### src/rtl/counter_scheduler.sv
// Arbitrates the shared game Counter between the debounced button (press timing,
// short/long classification) and the game FSM's fixed-length delay timer.
module counter_scheduler #(
  parameter int WIDTH       = 12,
  parameter int DELAY_TICKS = 1000
) (
  input  logic             clk_2K,
  input  logic             i_Reset,
  input  logic             i_BtnDeb,
  input  logic             i_BtnDown,
  input  logic             i_BtnUp,
  input  logic             i_DelayReq,
  input  logic [WIDTH-1:0] i_Count,
  input  logic             i_TwoSec,
  input  logic             i_RstOK,
  output logic             o_ActCounter,
  output logic             o_RstCounter,
  output logic             o_ShortPress,
  output logic             o_LongPress,
  output logic             o_DelayDone,
  output logic             o_Busy,
  output logic [1:0]       o_Owner
);

  typedef enum logic [2:0] {
    S_IDLE,
    S_CLR,
    S_BTN_CNT,
    S_BTN_WAIT,
    S_DLY_CNT
  } state_t;

  typedef enum logic [1:0] {
    OWN_NONE = 2'b00,
    OWN_BTN  = 2'b01,
    OWN_DLY  = 2'b10
  } owner_t;

  localparam logic [WIDTH-1:0] DELAY_CNT = WIDTH'(DELAY_TICKS);

  state_t state;
  owner_t owner;
  logic   btn_press;

  // A press only counts while the debounced level agrees the button is down.
  assign btn_press = i_BtnDown & ~i_BtnDeb;
  assign o_Owner   = owner;

  always_ff @(posedge clk_2K or negedge i_Reset) begin
    if (!i_Reset) begin
      state        <= S_IDLE;
      owner        <= OWN_NONE;
      o_ActCounter <= 1'b0;
      o_RstCounter <= 1'b0;
      o_ShortPress <= 1'b0;
      o_LongPress  <= 1'b0;
      o_DelayDone  <= 1'b0;
      o_Busy       <= 1'b0;
    end else begin
      // NOTE: pulses default low every cycle; a branch that fires overrides the
      // default with a later non-blocking write, so the last assignment wins.
      o_ShortPress <= 1'b0;
      o_LongPress  <= 1'b0;
      o_DelayDone  <= 1'b0;

      case (state)
        S_IDLE: begin
          if (btn_press) begin
            state        <= S_CLR;
            owner        <= OWN_BTN;
            o_Busy       <= 1'b1;
            o_RstCounter <= 1'b1;
          end else if (i_DelayReq && !o_DelayDone) begin
            // The requester still holds i_DelayReq during the done pulse; skip it.
            state        <= S_CLR;
            owner        <= OWN_DLY;
            o_Busy       <= 1'b1;
            o_RstCounter <= 1'b1;
          end
        end

        S_CLR: begin
          if (i_RstOK) begin
            o_RstCounter <= 1'b0;
            o_ActCounter <= 1'b1;
            state        <= (owner == OWN_BTN) ? S_BTN_CNT : S_DLY_CNT;
          end
        end

        S_BTN_CNT: begin
          if (i_TwoSec) begin
            o_LongPress  <= 1'b1;
            o_ActCounter <= 1'b0;
            state        <= S_BTN_WAIT;
          end else if (i_BtnUp) begin
            o_ShortPress <= 1'b1;
            o_ActCounter <= 1'b0;
            o_Busy       <= 1'b0;
            owner        <= OWN_NONE;
            state        <= S_IDLE;
          end
        end

        S_BTN_WAIT: begin
          if (i_BtnDeb) begin
            o_Busy <= 1'b0;
            owner  <= OWN_NONE;
            state  <= S_IDLE;
          end
        end

        S_DLY_CNT: begin
          if (btn_press) begin
            // Button preempts; the still-pending delay restarts from zero later.
            o_ActCounter <= 1'b0;
            o_RstCounter <= 1'b1;
            owner        <= OWN_BTN;
            state        <= S_CLR;
          end else if (!i_DelayReq) begin
            o_ActCounter <= 1'b0;
            o_Busy       <= 1'b0;
            owner        <= OWN_NONE;
            state        <= S_IDLE;
          end else if (i_Count == DELAY_CNT) begin
            o_DelayDone  <= 1'b1;
            o_ActCounter <= 1'b0;
            o_Busy       <= 1'b0;
            owner        <= OWN_NONE;
            state        <= S_IDLE;
          end
        end

        default: begin
          o_ActCounter <= 1'b0;
          o_RstCounter <= 1'b0;
          o_Busy       <= 1'b0;
          owner        <= OWN_NONE;
          state        <= S_IDLE;
        end
      endcase
    end
  end

endmodule
### config.mk
export PLATFORM = sky130hd
export DESIGN_NAME = counter_scheduler
export DESIGN_NICKNAME = d
export VERILOG_FILES = /design/src/rtl/counter_scheduler.sv
export SDC_FILE = /design/constraint.sdc
export NUM_CORES = 1
export LEC_CHECK = 0
export ABC_AREA = 1
export CAP_MARGIN = 20
export CORE_ASPECT_RATIO = 1.1
export CORE_UTILIZATION = 40
export CTS_CLUSTER_DIAMETER = 50
export CTS_CLUSTER_SIZE = 8
export DETAILED_ROUTE_END_ITERATION = 10
export PLACE_DENSITY = 0.86
export SYNTH_ARGS = -nofsm -noshare
export SYNTH_HDL_FRONTEND = slang
export SYNTH_SLANG_ARGS = --single-unit
### constraint.sdc
create_clock -name clk_2K -period 1.8 [get_ports clk_2K]
set_clock_uncertainty 0.15 [all_clocks]
set_input_delay 0.36 -clock clk_2K [delete_from_list [all_inputs] [get_ports clk_2K]]
set_output_delay 0.36 -clock clk_2K [all_outputs]
set_load 0.02 [all_outputs]
==> results of run 1 <==
power groups by stage:
| stage | Clock (mW) | Combinational, mW | Sequential [mW] |
|---|---|---|---|
| 6_report | 0.173 | 0.859 | 0.423 |
| 4_1_cts | 0.175 | 0.856 | 0.422 |
| 3_5_place_dp | 0 | 0.851 | 0.426 |
| 2_1_floorplan | 0 | 0.510 | 0.479 |
| 3_3_place_gp | 0 | 0.827 | 0.423 |
| 5_1_grt | 0.192 | 0.939 | 0.435 |
registers in the layout (all words and copies together), names as in the netlist:
name	cells
o_DelayDone	1
o_RstCounter	1
o_ShortPress	1
o_ActCounter	1
o_Owner	2
o_Busy	1
state	3
o_LongPress	1
layout by cell type, fill, tap and decap left out:
master | synthesis | routed
a21oi_2 | 1 | 1
clkbuf_1 | 0 | 1
nand4_1 | 2 | 2
nor2_2 | 2 | 2
nor4_1 | 1 | 1
nor2_1 | 6 | 6
nand2_2 | 7 | 7
o21ai_0 | 3 | 3
nand3_1 | 11 | 11
nor2_4 | 2 | 2
nand3b_1 | 1 | 1
buf_4 | 0 | 3
clkbuf_4 | 0 | 3
nor3_1 | 1 | 1
nand2_1 | 29 | 29
nand3_2 | 1 | 1
dlymetal6s2s_1 | 0 | 3
clkdlybuf4s50_1 | 0 | 24
a21oi_1 | 1 | 1
inv_1 | 16 | 16
dfrtp_1 | 11 | 11
inv_2 | 4 | 4
o21ai_1 | 3 | 3
timing repair:
item,in CTS,in global routing
hold buffers,0,0
setup endpoints to repair,0,3
resized for setup,0,3
hold endpoints to repair,0,0
area by class of cell:
type	instances	area, um2
repair buffers	30	300
flip-flops and latches	11	275
fillers	137	547
multi-input cells	71	350
clock buffers	4	26.3
inverters	20	75.1
well taps	17	21.3
path summary, 6_finish.rpt:
| check | start | end | slack (ps) | cells after the start |
|---|---|---|---|---|
| worst max register to register | state[0]$_DFFE_PN0P_ | o_Owner[1]$_DFFE_PN0P_ | 260 | 9 |
| worst max-delay path | o_RstCounter$_DFFE_PN0P_ | o_RstCounter | 60 | 1 |
| min in group clk_2K | o_ActCounter$_DFFE_PN0P_ | o_ActCounter$_DFFE_PN0P_ | 320 | 2 |
| max in group asynchronous | i_Reset | o_Busy$_DFFE_PN0P_ | 920 | 1 |
| worst min-delay path | i_Reset | o_ShortPress$_DFF_PN0_ | 250 | 1 |
| worst min register to register | o_ActCounter$_DFFE_PN0P_ | o_ActCounter$_DFFE_PN0P_ | 320 | 2 |
routing by layer:
metal,track usage,wire length (um),vias to the layer above,part of all wire
met4,0.161,74,0,0.042
met1,0.193,679,360,0.39
met3,0.0556,113,9,0.065
met2,0.381,877,37,0.50
met5,0,0,-,0
li1,-,-,387,-
worst reg2reg max path: cells and delay by family (launching register included):
family                 cells  cell delay (ps)
DFF                        1              480
buffers and inverters      1              120
and+or+nand+nor            7              640
AOI/OAI and AO/OA          1               70
logic make-up (layout without fill, tap and decap cells):
logic type	count (synthesis)	after routing	share of synthesized area
buffers and inverters	20	54	0.107
flip-flops	11	11	0.393
AND/OR/NAND/NOR	63	63	0.437
AO/OA/AOI/OAI	8	8	0.0625
==> summary.txt, run 1 <==
final core utilization -> 0.657
drt pass-1 iters -> 4
critical path, cell by cell -> clkdlybuf4s50_1
antenna violations before repair -> 0
largest cells by area after synthesis -> dfrtp_1 (39%), nand2_1 (16%), inv_1 (8.6%), nand3_1 (7.9%), nand2_2 (6.3%)
share of the synthesized area in the top cell type -> 0.393
fmax -> 575 MHz
P per Cell Area -> 1390 mW/mm2
Area growth syn-to-layout -> 49.6%
Final Cycle Share -> 0.965
Sw Ratio -> 0.473
sequential share of the synthesized area -> 0.393
top-count cell post-synth -> nand2_1
sw power -> 688 uW
Final Setup Violations -> 0
fin area -> 0.00105 mm2
largest net degree at the start of global routing -> 12
PortBufs -> 27
Async SR Flop Fraction -> 1.00
Pwr Total -> 1.46 mW
# rows -> 15
H-tree levels -> 1
syn nets -> 122
setup TNS -> 0 ps
Post-synth top cells -> nand2_1 (29), inv_1 (16), dfrtp_1 (11), nand3_1 (11), nand2_2 (7)
CP endpoint kind -> primary output
critical path type -> register to primary output
cell total after placement -> 149
final net count -> 157
TritonCTS Sinks -> 11
setup bufs post-CTS -> 0
Worst Setup Start Kind -> register
WL final -> 1.74 mm
Synth warnings -> 0
Cell Area, Placed -> 0.00101 mm2
Vias -> 793
TritonCTS Buffers -> 3
Mapped Area -> 701 um2
core area -> 0.00160 mm2
die width -> 41.9 um
Synth Flop Type -> dfrtp_1
remaining antenna violation count after routing -> 0
delay-heaviest family, CP -> buffers and inverters
WP data arrival -> 1230 ps
Post-Layout Cell Count -> 153
Gate power share -> 0.590
Max-cap violations -> 0
die area -> 0.00192 mm2
vias per cell -> 5.18
Worst-Margin Slew -> 475 ps
CTS clock-pin slew for the worst setup and hold paths -> 70 ps
Yosys cell types -> 18
global-route wire length before repair -> 2.80 mm
diodes inserted -> 0
CTS tree -> yes
relative slew slack -> 0.682
Worst Slack Setup Final -> 62.3 ps
critical path required time -> 1290 ps
status -> complete, no violations
Clk pwr share -> 0.119
Max FO, Critical Path -> 2
Mapped Cells -> 102
fin. max-slew vios -> 0
WL per Instance -> 11.4 um
Hold Path Class -> input port to asynchronous set/reset pin
clk_lat worst skew -> 280 ps
share of cells above drive strength 1 -> 0.169
hold_ws -> 253 ps
minimum clock period -> 1740 ps
IO Pins -> 28
Reg power frac -> 0.291
Crit path largest cell delay -> 600 ps
Peak supply drop -> 0.000713 V
initial DRC count -> 24
Leakage -> 0.567 nW
setup slack at placement -> -42.7 ps
Yosys reg bits -> 11
gp weighted congestion -> 0.932
Overall Global Routing Usage -> 0.205
HPWL after DPL -> 1.39 mm
number of synthesized flops with an enable pin -> 0
Fin. Hold Viols -> 0
total congestion overflow -> 0
# DRC -> 0
mean area per synthesized cell -> 6.87 um2
buffers and inverters on the worst path -> 1
P_int -> 767 uW
vias in the first global route -> 715
Die H -> 45.9 um
Initial Util -> 0.439
biggest area consumer among synthesized cells -> dfrtp_1
RSZ-0062 raised after global routing -> no
CTS Buffer Depth -> 2
Clock Tree Root -> clkbuf_4
Slowest cell on crit path -> clkdlybuf4s50_1
Power figures use the tool's default switching activity.
==> run 2: changes to the inputs <==
--- a/config.mk
+++ b/config.mk
@@ -13,6 +13,7 @@
 export CTS_CLUSTER_SIZE = 8
 export DETAILED_ROUTE_END_ITERATION = 10
 export PLACE_DENSITY = 0.86
+export SETUP_SLACK_MARGIN = 0.05
 export SYNTH_ARGS = -nofsm -noshare
 export SYNTH_HDL_FRONTEND = slang
 export SYNTH_SLANG_ARGS = --single-unit
==> run 2 against run 1 <==
Effect of this change:
- total power decreased by 1.3%
- worst setup slack improved by 33 ps
- via count increased by 0.25%
- global-route usage unchanged
- register-to-register slack about the same
- largest power group unchanged
- combinational power decreased by 2%
- sequential share of layout area unchanged
- cell area unchanged
==> summary.txt, run 2 (synthesis gave the netlist of run 1 again) <==
fmax -> 587 MHz (+2.0%)
die area -> 0.00192 mm2 (unchanged)
Area growth syn-to-layout -> 49.6% (unchanged)
Die H -> 45.9 um (unchanged)
multi-input combinational cell area -> 350 um2 (unchanged)
# DRC -> 0 (unchanged)
# rows -> 15 (unchanged)
Vias -> 795 (+0.25%)
Final Cycle Share -> 0.947 (-0.0186)
critical path required time -> 1290 ps (about the same)
Max-cap violations -> 0 (unchanged)
CTS Buffer Depth -> 2 (unchanged)
gp weighted congestion -> 0.932 (unchanged)
TritonCTS Buffers -> 3 (unchanged)
Worst-Margin Slew -> 476 ps (+0.384 ps)
antenna violations before repair -> 0 (unchanged)
Fin. Hold Viols -> 0 (unchanged)
core area -> 0.00160 mm2 (unchanged)
Peak supply drop -> 0.000707 V (-0.86%)
largest net degree at the start of global routing -> 12 (unchanged)
drt pass-1 iters -> 4 (unchanged)
IO Pins -> 28 (unchanged)
Leakage -> 0.585 nW (+3.2%)
Overall Global Routing Usage -> 0.205 (unchanged)
fin area -> 0.00105 mm2 (unchanged)
CTS tree -> yes
Max FO, Critical Path -> 1 (-1)
share of cells above drive strength 1 -> 0.169 (unchanged)
fin. max-slew vios -> 0 (unchanged)
total congestion overflow -> 0 (unchanged)
Slowest cell on crit path -> clkdlybuf4s50_1
global-route wire length before repair -> 2.80 mm (unchanged)
Cell Area, Placed -> 0.00101 mm2 (unchanged)
diodes inserted -> 0 (unchanged)
CTS clock-pin slew for the worst setup and hold paths -> 80 ps (about the same)
die width -> 41.9 um (unchanged)
Worst Setup Start Kind -> register
buffers and inverters on the worst path -> 1 (unchanged)
relative slew slack -> 0.682 (about the same)
H-tree levels -> 1 (unchanged)
WL per Instance -> 11.1 um (-3.0%)
Hold Path Class -> input port to asynchronous set/reset pin
initial DRC count -> 21 (-13%)
WP data arrival -> 1190 ps (-40 ps)
Crit path largest cell delay -> 590 ps (about the same)
RSZ-0062 raised after global routing -> no
HPWL after DPL -> 1.39 mm (unchanged)
remaining antenna violation count after routing -> 0 (unchanged)
register with the most flip-flops -> state
Layout fillers -> 138 (+0.73%)
TritonCTS Sinks -> 11 (unchanged)
minimum clock period -> 1700 ps (-33.4 ps)
vias per cell -> 5.20 (+0.25%)
setup bufs post-CTS -> 0 (unchanged)
critical path type -> register to primary output
P per Cell Area -> 1370 mW/mm2 (-1.3%)
Clock Tree Root -> clkbuf_4
vias in the first global route -> 715 (unchanged)
Reg area -> 275 um2 (unchanged)
max reg flops -> 3 (unchanged)
final core utilization -> 0.657 (unchanged)
CP endpoint kind -> primary output
critical path, cell by cell -> clkdlybuf4s50_1
Initial Util -> 0.439 (unchanged)
final net count -> 157 (unchanged)
status -> complete, no violations
most frequent cells in the layout -> nand2_1 (29), clkdlybuf4s50_1 (21), inv_1 (16)
Final Setup Violations -> 0 (unchanged)
delay-heaviest family, CP -> buffers and inverters
most common cell after layout, fill and taps aside -> nand2_1
WL final -> 1.69 mm (-3.0%)
PortBufs -> 27 (unchanged)
clk_lat worst skew -> 280 ps (about the same)
-- run 2: metal layers --
| layer | up-vias | GRT usage | share of wire |
|---|---|---|---|
| met5 | - | 0 | 0 |
| met3 | 7 | 0.0556 | 0.078 |
| li1 | 388 | - | - |
| met2 | 48 | 0.381 | 0.51 |
| met1 | 352 | 0.193 | 0.37 |
| met4 | 0 | 0.161 | 0.036 |
-- run 2: layout make-up --
class                           instances  share of cell area
Timing Repair Buffer                   30               0.286
Inverter                               20              0.0716
Sequential cell                        11               0.263
Tap cell                               17              0.0203
Clock buffer                            4              0.0251
Multi-Input combinational cell         71               0.334
-- run 2: where the power goes --
part | total (mW) | switching, mW | internal [mW] | leakage (nW)
Combinational | 0.840 | 0.513 | 0.327 | 0.428
Sequential | 0.421 | 0.0808 | 0.340 | 0.143
Clock | 0.175 | 0.0889 | 0.0860 | 0.0150
Total | 1.44 | 0.683 | 0.753 | 0.585
-- run 2: metrics by stage --
stage	power [mW]	worst slack [ps]	setup TNS, ps	hold slack [ps]	instances
after floorplan	0.989	453	0	-85.6	102
after global placement	1.25	11.9	0	307	149
after detailed placement	1.28	-42.7	-145	313	149
after CTS	1.44	53.2	0	280	153
after global routing	1.55	55.5	0	291	153
final	1.44	95.7	0	250	153
-- run 2: what timing repair did --
item / in CTS / in global routing
hold buffers: 0 / 0
endpoints found under the setup margin: 2 / 4
resized for setup: 2 / 4
-- run 2: path summary, 6_finish.rpt --
check / start / end / slack [ps] / cells past startpoint
max: o_ShortPress$_DFF_PN0_ / o_ShortPress / 100 / 1
min: i_Reset / state[1]$_DFFE_PN0P_ / 250 / 1
max reg2reg: state[0]$_DFFE_PN0P_ / o_Owner[1]$_DFFE_PN0P_ / 260 / 9
min reg2reg: o_ActCounter$_DFFE_PN0P_ / o_ActCounter$_DFFE_PN0P_ / 320 / 2
max in group asynchronous: i_Reset / o_Busy$_DFFE_PN0P_ / 920 / 1
min in group clk_2K: o_ActCounter$_DFFE_PN0P_ / o_ActCounter$_DFFE_PN0P_ / 320 / 2
